<file path="config.mk">
export PLATFORM = sky130hd
export DESIGN_NAME = des_rev_key_schedule_flat
export DESIGN_NICKNAME = d
export VERILOG_FILES = /design/src/rtl/des_rev_key_schedule_if.sv /design/src/rtl/des_rev_key_schedule.sv /design/src/flat_wrapper.sv
export SDC_FILE = /design/constraint.sdc
export NUM_CORES = 1
export LEC_CHECK = 0
export ABC_AREA = 0
export BUFFER_PORTS_ARGS = -buffer_cell sky130_fd_sc_hd__buf_2
export CORE_ASPECT_RATIO = 1.1
export CORE_MARGIN = 2
export CORE_UTILIZATION = 45
export CTS_BUF_LIST = sky130_fd_sc_hd__clkbuf_4
export CTS_CLUSTER_DIAMETER = 30
export DETAILED_ROUTE_END_ITERATION = 10
export HOLD_SLACK_MARGIN = 0.03
export PLACE_DENSITY = 0.81
export SYNTH_ARGS = -nofsm -noshare
export SYNTH_HDL_FRONTEND = slang
export SYNTH_SLANG_ARGS = --single-unit
</file>
<file path="constraint.sdc">
create_clock -name clk -period 1.78 [get_ports clk]
set_input_delay 0 -clock clk [delete_from_list [all_inputs] [get_ports clk]]
set_output_delay 0 -clock clk [all_outputs]
set_load 0.005 [all_outputs]
</file>
<file path="src/rtl/des_rev_key_schedule_if.sv">
`default_nettype none
// ============================================================================
// Module      : des_rev_key_schedule_if
// Description : Key-in / subkey-out handshake bundle for the reverse
//               (decryption-order) DES key schedule.
//               master = key schedule block, slave = its environment.
// Revision    : 1.0  initial release
// ============================================================================
interface des_rev_key_schedule_if;
    logic [63:0] key;           // DES key, bit 63 = DES bit 1
    logic        key_valid;
    logic        key_ready;
    logic [47:0] subkey;
    logic        subkey_valid;
    logic        subkey_ready;
    logic [3:0]  round_idx;     // 15 = K16 ... 0 = K1
    logic        last;
    logic        parity_err;

    modport master (
        input  key, key_valid, subkey_ready,
        output key_ready, subkey, subkey_valid, round_idx, last, parity_err
    );

    modport slave (
        output key, key_valid, subkey_ready,
        input  key_ready, subkey, subkey_valid, round_idx, last, parity_err
    );
endinterface
`default_nettype wire

</file>
<file path="src/rtl/des_rev_key_schedule.sv">
`default_nettype none
// ============================================================================
// Module      : des_rev_key_schedule
// Description : DES key schedule producing the 16 round subkeys in
//               decryption order (K16 first, K1 last), one per accepted
//               handshake. C/D halves are right-rotated so no pre-computation
//               pass is needed: C16/D16 equal C0/D0.
//               Optional feature macro: DES_KEY_PARITY_CHECK_EN
//               (sticky odd-parity check of the key bytes).
// Revision    : 1.0  initial release
// ============================================================================
module des_rev_key_schedule (
    input  logic                          clk,
    input  logic                          rst,   // asynchronous, active-low
    des_rev_key_schedule_if.master        bus
);

    // Permuted choice 1: DES bit numbers (1 = MSB of key) selected into C||D.
    localparam logic [6:0] PC1_TAB [56] = '{
        7'd57, 7'd49, 7'd41, 7'd33, 7'd25, 7'd17, 7'd9,
        7'd1,  7'd58, 7'd50, 7'd42, 7'd34, 7'd26, 7'd18,
        7'd10, 7'd2,  7'd59, 7'd51, 7'd43, 7'd35, 7'd27,
        7'd19, 7'd11, 7'd3,  7'd60, 7'd52, 7'd44, 7'd36,
        7'd63, 7'd55, 7'd47, 7'd39, 7'd31, 7'd23, 7'd15,
        7'd7,  7'd62, 7'd54, 7'd46, 7'd38, 7'd30, 7'd22,
        7'd14, 7'd6,  7'd61, 7'd53, 7'd45, 7'd37, 7'd29,
        7'd21, 7'd13, 7'd5,  7'd28, 7'd20, 7'd12, 7'd4
    };

    // Permuted choice 2: positions (1 = MSB of C||D) selected into the subkey.
    localparam logic [5:0] PC2_TAB [48] = '{
        6'd14, 6'd17, 6'd11, 6'd24, 6'd1,  6'd5,
        6'd3,  6'd28, 6'd15, 6'd6,  6'd21, 6'd10,
        6'd23, 6'd19, 6'd12, 6'd4,  6'd26, 6'd8,
        6'd16, 6'd7,  6'd27, 6'd20, 6'd13, 6'd2,
        6'd41, 6'd52, 6'd31, 6'd37, 6'd47, 6'd55,
        6'd30, 6'd40, 6'd51, 6'd45, 6'd33, 6'd48,
        6'd44, 6'd49, 6'd39, 6'd56, 6'd34, 6'd53,
        6'd46, 6'd42, 6'd50, 6'd36, 6'd29, 6'd32
    };

    function automatic logic [55:0] pc1(input logic [63:0] k);
        logic [1:64] kb;
        logic [1:56] r;
        kb = k;
        r  = '0;
        for (int i = 0; i < 56; i++) begin
            r[i + 1] = kb[PC1_TAB[i]];
        end
        return r;
    endfunction

    function automatic logic [47:0] pc2(input logic [55:0] cd);
        logic [1:56] cb;
        logic [1:48] r;
        cb = cd;
        r  = '0;
        for (int i = 0; i < 48; i++) begin
            r[i + 1] = cb[PC2_TAB[i]];
        end
        return r;
    endfunction

    typedef enum logic [0:0] {
        IDLE = 1'b0,
        EMIT = 1'b1
    } state_t;

    state_t      state;
    state_t      next_state;
    logic        accept;
    logic        advance;

    logic [27:0] c_half;
    logic [27:0] d_half;
    logic [27:0] c_rot;
    logic [27:0] d_rot;
    logic        one_step;
    logic [55:0] key_pc1;
    logic [47:0] subkey_reg;
    logic [3:0]  round_cnt;

    // State register; reset abandons any schedule in progress.
    always_ff @(posedge clk or negedge rst) begin
        if (!rst) begin
            state <= IDLE;
        end else begin
            state <= next_state;
        end
    end

    // Next-state and handshake decode.
    always_comb begin
        next_state = state;
        accept     = 1'b0;
        advance    = 1'b0;
        unique case (state)
            IDLE: begin
                if (bus.key_valid) begin
                    accept     = 1'b1;
                    next_state = EMIT;
                end
            end
            EMIT: begin
                if (bus.subkey_ready) begin
                    if (round_cnt == 4'd0) begin
                        next_state = IDLE;
                    end else begin
                        advance = 1'b1;
                    end
                end
            end
            default: next_state = IDLE;
        endcase
    end

    // Reverse rotation: going from K(n) to K(n-1) undoes the left shift s[n],
    // which is a single position only for n = 2, 9 and 16.
    always_comb begin
        one_step = (round_cnt == 4'd1) || (round_cnt == 4'd8) || (round_cnt == 4'd15);
        c_rot    = one_step ? {c_half[0], c_half[27:1]} : {c_half[1:0], c_half[27:2]};
        d_rot    = one_step ? {d_half[0], d_half[27:1]} : {d_half[1:0], d_half[27:2]};
        key_pc1  = pc1(bus.key);
    end

    // C/D halves, current subkey and its round index.
    always_ff @(posedge clk or negedge rst) begin
        if (!rst) begin
            c_half     <= '0;
            d_half     <= '0;
            subkey_reg <= '0;
            round_cnt  <= 4'd0;
        end else if (accept) begin
            c_half     <= key_pc1[55:28];
            d_half     <= key_pc1[27:0];
            subkey_reg <= pc2(key_pc1);
            round_cnt  <= 4'd15;
        end else if (advance) begin
            c_half     <= c_rot;
            d_half     <= d_rot;
            subkey_reg <= pc2({c_rot, d_rot});
            round_cnt  <= round_cnt - 4'd1;
        end
    end

    assign bus.key_ready    = (state == IDLE);
    assign bus.subkey_valid = (state == EMIT);
    assign bus.subkey       = subkey_reg;
    assign bus.round_idx    = round_cnt;
    assign bus.last         = (state == EMIT) && (round_cnt == 4'd0);

`ifdef DES_KEY_PARITY_CHECK_EN
    // True when any key byte carries an even number of ones.
    function automatic logic any_even_byte(input logic [63:0] k);
        logic err;
        err = 1'b0;
        for (int b = 0; b < 8; b++) begin
            if (~^k[8*b +: 8]) begin
                err = 1'b1;
            end
        end
        return err;
    endfunction

    logic parity_flag;

    // Sticky parity flag, only updated when a key is accepted.
    always_ff @(posedge clk or negedge rst) begin
        if (!rst) begin
            parity_flag <= 1'b0;
        end else if (accept && any_even_byte(bus.key)) begin
            parity_flag <= 1'b1;
        end
    end

    assign bus.parity_err = parity_flag;
`else
    // Parity bits are dropped by PC-1 and have no other consumer here.
    logic unused_parity_bits;
    assign unused_parity_bits = ^{bus.key[56], bus.key[48], bus.key[40], bus.key[32],
                                  bus.key[24], bus.key[16], bus.key[8],  bus.key[0]};
    assign bus.parity_err     = 1'b0;
`endif

endmodule
`default_nettype wire
</file>
<file path="src/flat_wrapper.sv">
// flat-port wrapper written by rule: the top's interface ports become plain ports
module des_rev_key_schedule_flat 
  (clk, rst, bus_key, bus_key_valid, bus_subkey_ready, bus_key_ready, bus_subkey, bus_subkey_valid, bus_round_idx, bus_last, bus_parity_err);
  des_rev_key_schedule_if bus_i ();
  input  logic clk;
  input  logic rst;
  input wire logic [$bits(bus_i.key)-1:0] bus_key;
  input wire logic [$bits(bus_i.key_valid)-1:0] bus_key_valid;
  input wire logic [$bits(bus_i.subkey_ready)-1:0] bus_subkey_ready;
  output wire logic [$bits(bus_i.key_ready)-1:0] bus_key_ready;
  output wire logic [$bits(bus_i.subkey)-1:0] bus_subkey;
  output wire logic [$bits(bus_i.subkey_valid)-1:0] bus_subkey_valid;
  output wire logic [$bits(bus_i.round_idx)-1:0] bus_round_idx;
  output wire logic [$bits(bus_i.last)-1:0] bus_last;
  output wire logic [$bits(bus_i.parity_err)-1:0] bus_parity_err;
  assign bus_i.key = bus_key;
  assign bus_i.key_valid = bus_key_valid;
  assign bus_i.subkey_ready = bus_subkey_ready;
  assign bus_key_ready = bus_i.key_ready;
  assign bus_subkey = bus_i.subkey;
  assign bus_subkey_valid = bus_i.subkey_valid;
  assign bus_round_idx = bus_i.round_idx;
  assign bus_last = bus_i.last;
  assign bus_parity_err = bus_i.parity_err;
  des_rev_key_schedule u_core (.clk(clk), .rst(rst), .bus(bus_i));
endmodule
</file>
==> load_flow_metrics.sql <==
INSERT INTO impl_metrics (metric_group, metric, value, unit) VALUES
('floorplanning', 'die-width', '90.9', 'um'),
('final_layout', 'sequential_cell_area', '1530', 'um^2'),
('global_routing', 'global_route.usage.met3', '4.24', '%'),
('critical_path', 'worst_setup_path_end_kind', 'flop', ''),
('timing', 'fin_setup_tns', '-83.8', 'ps'),
('placement', 'place_congestion', '0.818', ''),
('critical_path', 'worst_path_largest_cell_delay', '390', 'ps'),
('route', 'routed_wirelength', '11100', 'um'),
('timing', 'rsz0062_at_grt', 'yes', ''),
('final_layout', 'area_used_by_multi_input_combinational_logic', '1780', 'um^2'),
('route', 'post-route-drc-count', '0', ''),
('placement', 'place_ws', '-88.5', 'ps'),
('final_layout', 'final_layout_net_count', '598', ''),
('route', 'detail_route.iter0.violations', '238', ''),
('critical_path', 'critical_path.max_fanout', '8', ''),
('clock_network', 'cts.root.buffer_cell', 'sky130_fd_sc_hd__clkbuf_4', ''),
('timing', 'final.hold.worst_slack', '64.1', 'ps'),
('run_status', 'violations', 'setup timing', ''),
('synthesis', 'synth.largest_area_cell', 'sky130_fd_sc_hd__dfrtp_1', ''),
('placement', 'numPortBuffers', '114', ''),
('global_routing', 'grt_util_met1', '27.6', '%'),
('timing', 'timing_max_transition_violations_final', '0', ''),
('timing', 'report.final.setup_viol', '6', ''),
('global_routing', 'grt_pass1_wl', '17100', 'um'),
('timing', 'setup_ws', '-37.1', 'ps'),
('final_layout', 'cell_count_final_fillers_out', '639', ''),
('hold_path', 'worstHoldPathType', 'input pin to flop', ''),
('critical_path', 'crit_family', 'compound AO/OA/AOI/OAI gates', ''),
('critical_path', 'timing.critical_path.required', '2080', 'ps'),
('route', 'avgViaCountPerCell', '5.57', ''),
('route', 'wire_per_inst', '17.3', 'um'),
('critical_path', 'worst_setup_path_start_kind', 'flop', ''),
('synthesis', 'synth_warnings', '0', ''),
('timing', 'slew_headroom', '55.7', '%'),
('synthesis', 'synth_area', '3740', 'um^2'),
('synthesis', 'syn-num-nets', '466', ''),
('placement', 'total_half_perimeter_wirelength_after_legalization_and_detailed_placement', '6130', 'um'),
('power_and_ir_drop', 'vdd_drop_max', '0.757', 'mV'),
('clock_network', 'clock_tree_from_tritoncts', 'yes', ''),
('final_layout', 'antenna_cells_inserted', '0', ''),
('run_status', 'run_status', 'complete, but fails checks', ''),
('clock_network', 'htree_num_levels', '3', ''),
('global_routing', 'antenna_found_initial', '0', ''),
('global_routing', 'top_usage_layer', 'met2', ''),
('clock_network', 'clk_pin_slew', '100', 'ps'),
('clock_network', 'clock_sink_count', '61', ''),
('synthesis', 'post-synth-top-area-fraction', '40.8', '%'),
('route', 'drtPass1Iterations', '5', ''),
('clock_network', 'clk_latency', '410', 'ps'),
('timing', 'fin_crit_sh', '102', '%'),
('placement', 'placed_cells', '553', ''),
('critical_path', 'cp.buffers_inverters', '2', ''),
('timing', 'fmax', '550', 'MHz'),
('synthesis', 'synthesis.instances', '394', ''),
('critical_path', 'timing.setup.critical_path_class', 'flop to flop', ''),
('global_routing', 'gr-usage-all-layers', '23.6', '%'),
('clock_network', 'cts-root-to-sink-buffers', '2', ''),
('final_layout', 'layout-drive-gt1-share', '33.3', '%'),
('final_layout', 'finish.utilization', '64.4', '%'),
('floorplanning', 'core-area', '8000', 'um^2'),
('final_layout', 'final.fill_count', '647', ''),
('synthesis', 'postSynthRegisterBits', '61', ''),
('global_routing', 'grt_start_max_net_pins', '57', ''),
('synthesis', 'seq_area_frac_synth', '40.8', '%'),
('final_layout', 'areaGrowthSynthToFinish', '37.7', '%'),
('clock_network', 'cts_made_buffers', '9', ''),
('floorplanning', 'placementRows', '34', ''),
('floorplanning', 'starting_density_of_the_core', '46.7', '%'),
('critical_path', 'timing.critical_path.arrival', '2120', 'ps'),
('timing', 'max_slew.worst_pin.slew', '664', 'ps'),
('timing', 'post_route_clock_skew', '20.1', 'ps');
-- metrics by stage --
| stage | power, W | area [um^2] |
|---|---|---|
| after floorplan | 0.00533 | 3750 |
| after global placement | 0.00580 | 4160 |
| after detailed placement | 0.00595 | 4160 |
| after CTS | 0.00746 | 5000 |
| after global routing | 0.00833 | 5150 |
| final | 0.00782 | 5150 |
-- Yosys cell counts, drive strengths merged --
master and n:
a22o 1, a41oi 1, and4 2, buf 66, clkbuf 13, conb 1, dfrtp 61, ha 4
inv 4, mux2 1, mux2i 56, nand2 61, nand3 57, nor2 2, nor2b 1, nor3 1
o211ai 57, o21ai 2, or3b 1, xnor2 2
-- placed cells by master (no fill, tap or decap), types with 3 or more instances in the layout --
cell type / instances
sky130_fd_sc_hd__mux2i_1: 52
sky130_fd_sc_hd__clkbuf_16: 3
sky130_fd_sc_hd__nand2_1: 60
sky130_fd_sc_hd__ha_1: 3
sky130_fd_sc_hd__buf_4: 14
sky130_fd_sc_hd__nand3_1: 50
sky130_fd_sc_hd__clkbuf_4: 10
sky130_fd_sc_hd__buf_2: 114
sky130_fd_sc_hd__buf_12: 8
sky130_fd_sc_hd__mux2i_2: 3
sky130_fd_sc_hd__o211ai_1: 57
sky130_fd_sc_hd__nand3_2: 6
sky130_fd_sc_hd__dlygate4sd3_1: 58
sky130_fd_sc_hd__dfrtp_1: 61
-- cells by family after synthesis --
| family | after synthesis | synth area share (%) |
|---|---|---|
| buffers and inverters | 83 | 14.7 |
| AO/OA/AOI/OAI | 61 | 12.2 |
| other | 1 | 0.100 |
| adder cells (fa/ha/maj) | 4 | 1.34 |
| AND/OR/NAND/NOR | 125 | 15.1 |
| flip-flops | 61 | 40.8 |
| XOR/XNOR | 2 | 0.469 |
| multiplexers | 57 | 15.3 |
-- final timing paths --
kind	startpoint	slack (ps)	to	depth (start not counted)
max	u_core.bus.round_idx[0]$_DFFE_PN0P_	-40	u_core.d_half[17]$_DFFE_PN0P_	7
max reg2reg	u_core.bus.round_idx[0]$_DFFE_PN0P_	-40	u_core.d_half[17]$_DFFE_PN0P_	7
min	bus_key_valid	60	u_core.bus.subkey_valid$_DFF_PN0_	4
min reg2reg	u_core.c_half[6]$_DFFE_PN0P_	590	u_core.c_half[6]$_DFFE_PN0P_	2
min in group asynchronous	rst	150	u_core.c_half[4]$_DFFE_PN0P_	2
max in group asynchronous	rst	1020	u_core.d_half[5]$_DFFE_PN0P_	3
-- worst reg2reg max path: stages (launching register included) --
cell	delay [ps]
sky130_fd_sc_hd__dfrtp_1	390
sky130_fd_sc_hd__inv_2	70
sky130_fd_sc_hd__ha_4	160
sky130_fd_sc_hd__mux2_4	270
sky130_fd_sc_hd__a22o_4	300
sky130_fd_sc_hd__buf_12	170
sky130_fd_sc_hd__mux2i_2	150
sky130_fd_sc_hd__o211ai_1	220
-- metal layers --
layer | up-vias | wire [um]
li1 | 1626 | -
met1 | 1737 | 4400
met2 | 154 | 5610
met3 | 44 | 588
met4 | 0 | 465
met5 | - | 0
-- timing repair --
action | 4_1_cts | 5_1_grt
hold endpoints to repair | 81 | 0
pin swaps | 1 | 5
hold buffers | 58 | 0
gates cloned | 1 | 3
buffers inserted | 6 | 2
resized for setup | 9 | 14
setup endpoints to repair | 56 | 52
-- layout make-up --
cell class / count / area share [%]
flip-flops and latches: 61 / 29.7
multi-input cells: 250 / 34.5
clock inverters: 6 / 1.51
well taps: 108 / 2.63
repair buffers: 200 / 29.9
clock buffers: 10 / 1.46
inverters: 4 / 0.292
-- power by group --
group,leakage [nW],total [W],switching [W],internal (W)
registers,0.773,0.00263,0.000677,0.00196
logic,1.42,0.00410,0.00186,0.00224
clock network,0.0852,0.00109,0.000516,0.000573
Power figures use the tool's default switching activity.
